### src/rtl/rf_alu_arbiter_if.sv
// rf_alu_arbiter_if: requester, response and regfile/ALU control bundle for rf_alu_arbiter.
interface rf_alu_arbiter_if #(
    parameter int DW  = 16,
    parameter int AW  = 4,
    parameter int OPW = 5
);
    localparam int CMDW = OPW + 2 + 3 * AW + DW;
    logic [1:0]      req_valid;
    logic [1:0]      req_ready;
    logic [CMDW-1:0] req0_cmd;
    logic [CMDW-1:0] req1_cmd;
    logic            rsp_valid;
    logic            rsp_ready;
    logic            rsp_id;
    logic [DW-1:0]   rsp_data;
    logic [4:0]      rsp_flags;
    logic [AW-1:0]   rf_ra_addr;
    logic [AW-1:0]   rf_rb_addr;
    logic [AW-1:0]   rf_w_addr;
    logic            rf_we;
    logic [OPW-1:0]  alu_op;
    logic            alu_b_sel;
    logic [DW-1:0]   alu_imm;
    logic [DW-1:0]   alu_y;
    logic [4:0]      alu_flags;
    logic            busy;
    logic [15:0]     op_count;

    modport master (
        output req_valid, req0_cmd, req1_cmd, rsp_ready, alu_y, alu_flags,
        input  req_ready, rsp_valid, rsp_id, rsp_data, rsp_flags,
               rf_ra_addr, rf_rb_addr, rf_w_addr, rf_we, alu_op, alu_b_sel, alu_imm, busy, op_count
    );
    modport slave (
        input  req_valid, req0_cmd, req1_cmd, rsp_ready, alu_y, alu_flags,
        output req_ready, rsp_valid, rsp_id, rsp_data, rsp_flags,
               rf_ra_addr, rf_rb_addr, rf_w_addr, rf_we, alu_op, alu_b_sel, alu_imm, busy, op_count
    );
endinterface

### src/rtl/rf_alu_arbiter.sv
// rf_alu_arbiter: round-robin sharing of one regfile/ALU datapath between two command requesters.
module rf_alu_arbiter #(
    parameter int DW  = 16,
    parameter int AW  = 4,
    parameter int OPW = 5
) (
    input logic             clk,
    input logic             rst,
    rf_alu_arbiter_if.slave bus
);
    localparam int CMDW = OPW + 2 + 3 * AW + DW;
    typedef enum logic [1:0] {IDLE, EXEC, RESP} state_t;
    state_t          state_q, state_d;
    logic            last_q, last_d, id_q, id_d;
    logic [CMDW-1:0] cmd_q, cmd_d;
    logic [DW-1:0]   data_q, data_d;
    logic [4:0]      flags_q, flags_d;
    logic [15:0]     cnt_q, cnt_d;
    logic [1:0]      gnt;
    logic            wb_en;
    logic [AW-1:0]   rd;

    assign {bus.alu_op, wb_en, bus.alu_b_sel, rd, bus.rf_ra_addr, bus.rf_rb_addr, bus.alu_imm} = cmd_q;
    assign bus.rf_w_addr = rd;
    assign bus.rf_we     = (state_q == EXEC) & wb_en & (rd != '0) & ~rst;
    // On a tie the requester that did not win last time is served
    assign gnt[1]        = bus.req_valid[1] & (~bus.req_valid[0] | ~last_q);
    assign gnt[0]        = bus.req_valid[0] & ~gnt[1];
    assign bus.req_ready = (state_q == IDLE && !rst) ? gnt : 2'b00;
    assign bus.rsp_valid = state_q == RESP;
    assign bus.rsp_id    = id_q;
    assign bus.rsp_data  = data_q;
    assign bus.rsp_flags = flags_q;
    assign bus.busy      = state_q != IDLE;
    assign bus.op_count  = cnt_q;

    always_comb begin
        state_d = state_q;
        last_d  = last_q;
        id_d    = id_q;
        cmd_d   = cmd_q;
        data_d  = data_q;
        flags_d = flags_q;
        cnt_d   = cnt_q;
        case (state_q)
            IDLE: if (|gnt) begin
                state_d = EXEC;
                id_d    = gnt[1];
                last_d  = gnt[1];
                cmd_d   = gnt[1] ? bus.req1_cmd : bus.req0_cmd;
            end
            EXEC: begin
                state_d = RESP;
                data_d  = bus.alu_y;
                flags_d = bus.alu_flags;
            end
            RESP: if (bus.rsp_ready) begin
                state_d = IDLE;
                cnt_d   = cnt_q + 16'd1;
            end
            default: state_d = IDLE;
        endcase
    end

    always_ff @(posedge clk) begin
        if (rst) begin
            state_q <= IDLE;
            last_q  <= 1'b1;
            id_q    <= 1'b0;
            cmd_q   <= '0;
            data_q  <= '0;
            flags_q <= '0;
            cnt_q   <= '0;
        end else begin
            state_q <= state_d;
            last_q  <= last_d;
            id_q    <= id_d;
            cmd_q   <= cmd_d;
            data_q  <= data_d;
            flags_q <= flags_d;
            cnt_q   <= cnt_d;
        end
    end
endmodule
### src/flat_wrapper.sv
// flat-port wrapper written by rule: the top's interface ports become plain ports
module rf_alu_arbiter_flat 
#(
    parameter int DW  = 16,
    parameter int AW  = 4,
    parameter int OPW = 5
)
  (clk, rst, bus_req_valid, bus_req0_cmd, bus_req1_cmd, bus_rsp_ready, bus_alu_y, bus_alu_flags, bus_req_ready, bus_rsp_valid, bus_rsp_id, bus_rsp_data, bus_rsp_flags, bus_rf_ra_addr, bus_rf_rb_addr, bus_rf_w_addr, bus_rf_we, bus_alu_op, bus_alu_b_sel, bus_alu_imm, bus_busy, bus_op_count);
  rf_alu_arbiter_if #(.DW(DW), .AW(AW), .OPW(OPW)) bus_i ();
  input logic clk;
  input logic rst;
  input wire logic [$bits(bus_i.req_valid)-1:0] bus_req_valid;
  input wire logic [$bits(bus_i.req0_cmd)-1:0] bus_req0_cmd;
  input wire logic [$bits(bus_i.req1_cmd)-1:0] bus_req1_cmd;
  input wire logic [$bits(bus_i.rsp_ready)-1:0] bus_rsp_ready;
  input wire logic [$bits(bus_i.alu_y)-1:0] bus_alu_y;
  input wire logic [$bits(bus_i.alu_flags)-1:0] bus_alu_flags;
  output wire logic [$bits(bus_i.req_ready)-1:0] bus_req_ready;
  output wire logic [$bits(bus_i.rsp_valid)-1:0] bus_rsp_valid;
  output wire logic [$bits(bus_i.rsp_id)-1:0] bus_rsp_id;
  output wire logic [$bits(bus_i.rsp_data)-1:0] bus_rsp_data;
  output wire logic [$bits(bus_i.rsp_flags)-1:0] bus_rsp_flags;
  output wire logic [$bits(bus_i.rf_ra_addr)-1:0] bus_rf_ra_addr;
  output wire logic [$bits(bus_i.rf_rb_addr)-1:0] bus_rf_rb_addr;
  output wire logic [$bits(bus_i.rf_w_addr)-1:0] bus_rf_w_addr;
  output wire logic [$bits(bus_i.rf_we)-1:0] bus_rf_we;
  output wire logic [$bits(bus_i.alu_op)-1:0] bus_alu_op;
  output wire logic [$bits(bus_i.alu_b_sel)-1:0] bus_alu_b_sel;
  output wire logic [$bits(bus_i.alu_imm)-1:0] bus_alu_imm;
  output wire logic [$bits(bus_i.busy)-1:0] bus_busy;
  output wire logic [$bits(bus_i.op_count)-1:0] bus_op_count;
  assign bus_i.req_valid = bus_req_valid;
  assign bus_i.req0_cmd = bus_req0_cmd;
  assign bus_i.req1_cmd = bus_req1_cmd;
  assign bus_i.rsp_ready = bus_rsp_ready;
  assign bus_i.alu_y = bus_alu_y;
  assign bus_i.alu_flags = bus_alu_flags;
  assign bus_req_ready = bus_i.req_ready;
  assign bus_rsp_valid = bus_i.rsp_valid;
  assign bus_rsp_id = bus_i.rsp_id;
  assign bus_rsp_data = bus_i.rsp_data;
  assign bus_rsp_flags = bus_i.rsp_flags;
  assign bus_rf_ra_addr = bus_i.rf_ra_addr;
  assign bus_rf_rb_addr = bus_i.rf_rb_addr;
  assign bus_rf_w_addr = bus_i.rf_w_addr;
  assign bus_rf_we = bus_i.rf_we;
  assign bus_alu_op = bus_i.alu_op;
  assign bus_alu_b_sel = bus_i.alu_b_sel;
  assign bus_alu_imm = bus_i.alu_imm;
  assign bus_busy = bus_i.busy;
  assign bus_op_count = bus_i.op_count;
  rf_alu_arbiter #(.DW(DW), .AW(AW), .OPW(OPW)) u_core (.clk(clk), .rst(rst), .bus(bus_i));
endmodule
### config.mk
export PLATFORM = sky130hd
export DESIGN_NAME = rf_alu_arbiter_flat
export DESIGN_NICKNAME = d
export VERILOG_FILES = /design/src/rtl/rf_alu_arbiter_if.sv /design/src/rtl/rf_alu_arbiter.sv /design/src/flat_wrapper.sv
export SDC_FILE = /design/constraint.sdc
export NUM_CORES = 1
export LEC_CHECK = 0
export BUFFER_PORTS_ARGS = -buffer_cell sky130_fd_sc_hd__buf_2
export CAP_MARGIN = 20
export CORE_MARGIN = 4
export CORE_UTILIZATION = 41
export CTS_CLUSTER_SIZE = 8
export DETAILED_ROUTE_END_ITERATION = 12
export HOLD_SLACK_MARGIN = 0.1
export PLACE_DENSITY = 0.85
export RECOVER_POWER = 50
export SLEW_MARGIN = 20
export SYNTH_ARGS = -nofsm -noshare
export SYNTH_HDL_FRONTEND = slang
export SYNTH_SLANG_ARGS = --single-unit
### constraint.sdc
create_clock -name clk -period 1.73 [get_ports clk]
set_clock_uncertainty 0.15 [all_clocks]
set_input_delay 0.173 -clock clk [delete_from_list [all_inputs] [get_ports clk]]
set_output_delay 0.173 -clock clk [all_outputs]
set_load 0.01 [all_outputs]
==> run_results.csv, run 1 <==
group,metric,value,unit
clocking,cts_sinks,76,
clocking,numCtsBuffers,9,
layout,areaGrowthSynthToFinish,58.8,%
placement,io_buffers,172,
pwr,leakagePower,2.31,nW
route,viasPerCell,5.11,
critical_path,r2r-start,"u_core.last_q",
placement,placed_area,4250,um2
sta,clock.fmax,0.588,GHz
placement,place_inst,625,
synth,synth.avg_cell_area,8.86,um2
sta,setup_tns,0,ns
run_status,outcome,"complete, no violations",
synth,ys_ff_latch,76,
clocking,clock-root-buffer,"clkbuf_8",
clocking,cts_tree,"done",
floorplanning,die_area,9870,um2
layout,stdcell_area,5430,um2
grt,grt_usage,24.8,%
layout,multi_input_area,1580,um2
critical_path,rrSetupSlack,0.07,ns
grt,grt_max_degree,39,
sta,relSlewSlack,53.4,%
layout,num_antenna_cells,0,
route,dr.pass1.iters,4,
critical_path,crit_type,"in2reg",
layout,fin_cells,740,
critical_path,cp_top_family,"simple AND/OR/NAND/NOR gates",
floorplanning,die_h,99.3,um
clocking,h-tree-depth,3,
layout,fillers,628,
synth,syn_area,3420,um2
grt,antenna_found_initial,0,
layout,regArea,1530,um2
clocking,clk_pin_slew,0.08,ns
synth,synth-edff-count,0,
route,ant_nets,0,
layout,drive_above_1_share,25.0,%
route,wl,12500,um
sta,finalCritPeriodShare,98.3,%
critical_path,max_stage_delay,0.55,ns
floorplanning,io_pins,173,
critical_path,cp_max_fo,5,
critical_path,path_buf_inv,2,
critical_path,path_cells,"dlygate4sd3_1, buf_4, nand3b_4, or2_4, or4_4, a21oi_2",
sta,period_needed,1.70,ns
critical_path,endpoint_kind,"flop",
sta,drv_slew,0,
synth,yosysSeqAreaShare,44.5,%
critical_path,critPathSlowestCell,"dlygate4sd3_1",
critical_path,required,1.85,ns
critical_path,cp.depth,6,
floorplanning,fp-row-count,33,
synth,synth_ff_type,"dfxtp_1",
critical_path,reg2regPathDepth,5,
route,drcViolationCount,0,
sta,setup_viol,0,
sta,worst_pin_slew,0.699,ns
sta,holdWs,0.123,ns
grt,grt_pass1_wl,19500,um
pwr,total_power,4.55,mW
placement,gp_congestion,0.792,
clocking,clock_latency,0.34,ns
grt,grt_pass1_vias,3910,
critical_path,cp-start-kind,"input port",
floorplanning,initial_core_util,41.8,%
route,first_iter_violations,178,
critical_path,r2r-end,"u_core.cmd_q[5]",
synth,netlist_instances,386,
critical_path,critPathLaunch,"bus_rsp_ready",
critical_path,crit_arrival,1.82,ns
sta,setup_ws,0.0295,ns
synth,synth_cell_types,39,
floorplanning,core,8180,um2
placement,dp_slack,0.0325,ns
clocking,clockBufferDepth,2,
layout,final_nets,727,
floorplanning,die_w,99.3,um
pwr,peakVddDrop,0.000435,V
synth,synth-async-reset-ratio,0,%
critical_path,crit_end,"u_core.bus.op_count[15]",
route,routedWlPerCell,17.0,um
run,cap_viol_max_count,0,
placement,place_hpwl,6870,um
grt,grt_overflow,0,
min_path,min_path_type,"in2reg",
route,vias,3783,
synth,syn_nets,483,
layout,post-route-util,66.4,%
sta,hold_viol_final,0,
pwr,power_density,837,nW/um2
synth,yosys_warnings,0,
## metal layers
layer | global-route usage [%] | up-vias | part of all wire [%]
met5 | 0 | - | 0
met4 | 9.77 | 0 | 2.3
met3 | 6.38 | 28 | 10
met2 | 41.7 | 224 | 48
met1 | 30.3 | 1741 | 39
li1 | - | 1790 | -
## cells in the final DEF, fill, tap and decap left out, types with 2 or more instances in the layout
cell / n
bufinv_16: 2
mux2i_1: 36
buf_12: 3
o21ai_0: 3
clkbuf_8: 10
xnor2_1: 5
nor4b_2: 2
nor2_1: 51
dfxtp_2: 4
a211oi_1: 35
nor2b_1: 2
nand3_1: 4
dfxtp_1: 72
dlygate4sd3_1: 95
buf_2: 107
nor3_1: 2
xor2_1: 6
nand2_1: 46
buf_4: 15
and3_1: 3
clkbuf_1: 72
a21oi_1: 25
or3_1: 2
nand2b_1: 2
nand4_1: 4
nor4_1: 2
## worst min-delay path, cell delays in order
cell and delay (ns):
buf_2 0.14, a31oi_1 0.16, or2_2 0.11
## cells in the mapped netlist (2+ instances only)
| master | instances | area share [%] |
|---|---|---|
| xnor2_1 | 5 | 1.3 |
| nor3_1 | 2 | 0.29 |
| nor2_1 | 52 | 5.7 |
| mux2i_1 | 36 | 11 |
| and3_1 | 3 | 0.55 |
| nor2b_1 | 2 | 0.37 |
| nand3_1 | 5 | 0.73 |
| nand2b_1 | 2 | 0.37 |
| xor2_1 | 6 | 1.5 |
| a211oi_1 | 35 | 7.7 |
| a21oi_1 | 26 | 3.8 |
| nor4_1 | 3 | 0.55 |
| nand2_1 | 46 | 5.0 |
| nor4b_1 | 2 | 0.51 |
| buf_2 | 7 | 1.0 |
| buf_4 | 36 | 7.9 |
| o21ai_0 | 3 | 0.44 |
| nand4_1 | 4 | 0.73 |
| or3_1 | 2 | 0.37 |
| clkbuf_1 | 15 | 1.6 |
| dfxtp_1 | 76 | 44 |
## cell families (layout without fill, tap and decap cells)
family | count (synthesis) | in the layout | synth area share, %
AO/OA/AOI/OAI | 69 | 69 | 13.0
XOR/XNOR | 11 | 11 | 2.82
adder cells (fa/ha/maj) | 1 | 1 | 0.366
buffers and inverters | 61 | 310 | 11.0
flip-flops | 76 | 76 | 44.5
multiplexers | 37 | 37 | 10.9
AND/OR/NAND/NOR | 131 | 131 | 17.5
## where the power goes
part,switching (mW),total (mW),internal [mW],leakage (nW)
sequential,0.0984,1.99,1.90,0.625
combinational,0.547,1.06,0.511,1.58
clock,0.643,1.50,0.852,0.107
## state kept, by name (all words and copies together) (netlist names)
register,cells
u_core.cmd_q,35
u_core.bus.op_count,16
u_core.bus.rsp_data,16
u_core.bus.rsp_flags,5
u_core.state_q,2
u_core.bus.rsp_id,1
u_core.last_q,1
## how the worst min path moves through the flow
stage                           from                 endpoint  slack (ns)  cells past startpoint
floorplan               bus_alu_y[0]   u_core.bus.rsp_data[0]        0.16                      2
global placement    bus_alu_flags[3]  u_core.bus.rsp_flags[3]        0.26                      3
CTS                 bus_req_valid[0]            u_core.last_q        0.10                      3
global route        bus_req_valid[0]            u_core.last_q        0.14                      3
detailed placement     bus_alu_y[14]  u_core.bus.rsp_data[14]        0.27                      3
finish              bus_req_valid[0]            u_core.last_q        0.12                      3
## area by class of cell
type                    instances  share of cell area, %
well taps                     105                   2.42
flip-flops and latches         76                   28.1
multi-input cells             249                   29.1
clock inverters                 4                   1.34
repair buffers                293                   36.3
clock buffers                  12                   2.67
inverters                       1                 0.0691
## timing repair
action | CTS | global route
hold buffers | 96 | 0
endpoints found under the setup margin | 3 | 9
gates cloned | 1 | 0
resized for setup | 6 | 9
endpoints found under the hold margin | 59 | 0
pin swaps | 2 | 1
setup buffers | 3 | 0
Power figures use the tool's default switching activity.
==> run 2, diff against run 1 <==
--- a/config.mk
+++ b/config.mk
@@ -15,4 +15,5 @@
 export PLACE_DENSITY = 0.85
 export RECOVER_POWER = 50
+export SETUP_SLACK_MARGIN = 0.3
 export SLEW_MARGIN = 20
 export SYNTH_ARGS = -nofsm -noshare
==> constraint.sdc (replaced) <==
create_clock -name clk -period 1.73 [get_ports clk]
set_clock_uncertainty 0.15 [all_clocks]
set_input_delay 0.0865 -clock clk [delete_from_list [all_inputs] [get_ports clk]]
set_output_delay 0.0865 -clock clk [all_outputs]
set_load 0.01 [all_outputs]
==> run_results.csv, run 2 (synthesis results as in run 1) <==
group,metric,value,unit
clocking,clockBufferDepth,2,
critical_path,crit_arrival,1.81,ns
pwr,total_power,4.80,mW
critical_path,cp_max_fo,3,
clocking,clock_latency,0.35,ns
layout,final_common_cell,"buf_2",
route,dr.pass1.iters,5,
route,drcViolationCount,0,
min_path,min_from,"bus_rsp_ready",
min_path,whs_path_depth,5,
floorplanning,fp-row-count,33,
clocking,clock-root-buffer,"clkbuf_8",
clocking,clk_pin_slew,0.08,ns
sta,drv_slew,0,
sta,clock.fmax,0.584,GHz
route,viasPerCell,5.44,
floorplanning,io_pins,173,
pwr,intPower,3.20,mW
grt,grt_usage,28.4,%
floorplanning,initial_core_util,41.8,%
floorplanning,die_w,99.3,um
pwr,switching_share,33.2,%
clocking,cts_tree,"done",
layout,final_nets,755,
floorplanning,die_h,99.3,um
sta,hold_viol_final,0,
layout,max_flop_register,"u_core.cmd_q",
route,routedWlPerCell,20.8,um
pwr,peakVddDrop,0.000474,V
placement,io_buffers,172,
critical_path,r2r-end,"u_core.bus.op_count[12]",
clocking,cts_sinks,76,
layout,drive_above_1_share,37.7,%
sta,rsz0062_at_grt,"true",
clocking,h-tree-depth,3,
critical_path,reg2regPathDepth,5,
min_path,min_path_type,"in2reg",
clocking,numCtsBuffers,9,
floorplanning,die_area,9870,um2
pwr,clock_power_share,25.6,%
route,wl,16000,um
critical_path,cp-start-kind,"flop",
critical_path,rrSetupSlack,0.02,ns
grt,grt_pass1_wl,22100,um
grt,antenna_found_initial,1,
sta,period_needed,1.71,ns
pwr,combPwrFrac,32.5,%
run_status,outcome,"complete, no violations",
pwr,power_density,767,nW/um2
grt,grt_max_degree,32,
layout,fillers,527,
layout,final_cell_mix,"buf_2 (109), dlygate4sd3_1 (95), dfxtp_1 (71)",
layout,largest_reg_flops,35,
critical_path,crit_type,"reg2reg",
sta,finalCritPeriodShare,98.9,%
sta,relSlewSlack,48.4,%
sta,holdWs,0.108,ns
pwr,leakagePower,2.59,nW
layout,areaGrowthSynthToFinish,82.8,%
critical_path,required,1.82,ns
critical_path,endpoint_kind,"flop",
sta,setup_viol,0,
run,cap_viol_max_count,0,
pwr,p_switching,1.59,mW
route,first_iter_violations,250,
critical_path,r2r-start,"u_core.bus.op_count[0]",
sta,worst_pin_slew,0.774,ns
route,ant_nets,0,
grt,grt_overflow,0,
min_path,min_to,"u_core.bus.op_count[15]",
floorplanning,core,8180,um2
placement,place_hpwl,6480,um
placement,gp_congestion,0.819,
pwr,p_seq_share,41.9,%
grt,grt_pass1_vias,4356,
route,vias,4183,
run 2: per-layer routing:
metal	vias to the layer above	GRT usage (%)	wire (um)
met4	0	15.7	818
li1	1838	-	-
met3	75	8.13	1520
met5	-	0	0
met1	1948	31.3	5800
met2	322	48.9	7860
run 2: final cells by class:
cell class                      instances  area, um2  area share, %
Inverter                                1       6.26          0.100
Tap cell                              105        131           2.10
Clock buffer                           10        128           2.04
Clock inverter                          6       40.0          0.641
Multi-Input combinational cell        249       1910           30.6
Timing Repair Buffer                  321       2500           39.9
Antenna cell                            1       2.50         0.0400
Sequential cell                        76       1540           24.6
run 2: what timing repair did:
action	4_1_cts	5_1_grt
pin swaps	26	28
resized for setup	60	58
hold endpoints to repair	67	1
hold buffers	95	1
endpoints found under the setup margin	69	54
cloned	10	1
buffers inserted	17	9
run 2: worst max-delay path by stage:
stage                                 startpoint                 endpoint  slack, ns
final                     u_core.bus.op_count[0]  u_core.bus.op_count[12]       0.02
after CTS                      u_core.state_q[0]  u_core.bus.op_count[12]       0.12
after detailed placement       u_core.state_q[1]  u_core.bus.op_count[15]       0.11
after global routing      u_core.bus.op_count[0]  u_core.bus.op_count[14]      -0.03
after floorplan           u_core.bus.op_count[2]  u_core.bus.op_count[15]       0.11
after global placement         u_core.state_q[1]  u_core.bus.op_count[15]       0.14
run 2: worst max-delay path, cell delays in order, from the launching register on:
cell     delay (ns)
dfxtp_1        0.39
ha_2           0.20
and4b_1        0.25
nand4_1        0.16
nor2_1         0.16
mux2_4         0.31
run 2: power by group through the flow:
stage / Clock (mW) / Sequential [mW] / Combinational, mW
after CTS: 1.23 / 1.97 / 1.36
after global placement: 0 / 2.00 / 0.801
after detailed placement: 0 / 2.01 / 0.828
final: 1.23 / 2.01 / 1.56
after global routing: 1.31 / 2.02 / 1.62
after floorplan: 0 / 2.01 / 0.578
run 2: per-stage QoR:
stage	worst slack, ns	util [%]	cells	cell area, um2	TNS, ns
after floorplan	0.115	-	386	3460	0
after global placement	0.144	52.0	619	4250	0
after detailed placement	0.115	52.0	619	4250	0
after CTS	0.115	73.3	757	5990	0
after global routing	-0.0303	76.5	769	6250	-0.0830
final	0.0183	76.5	769	6250	0
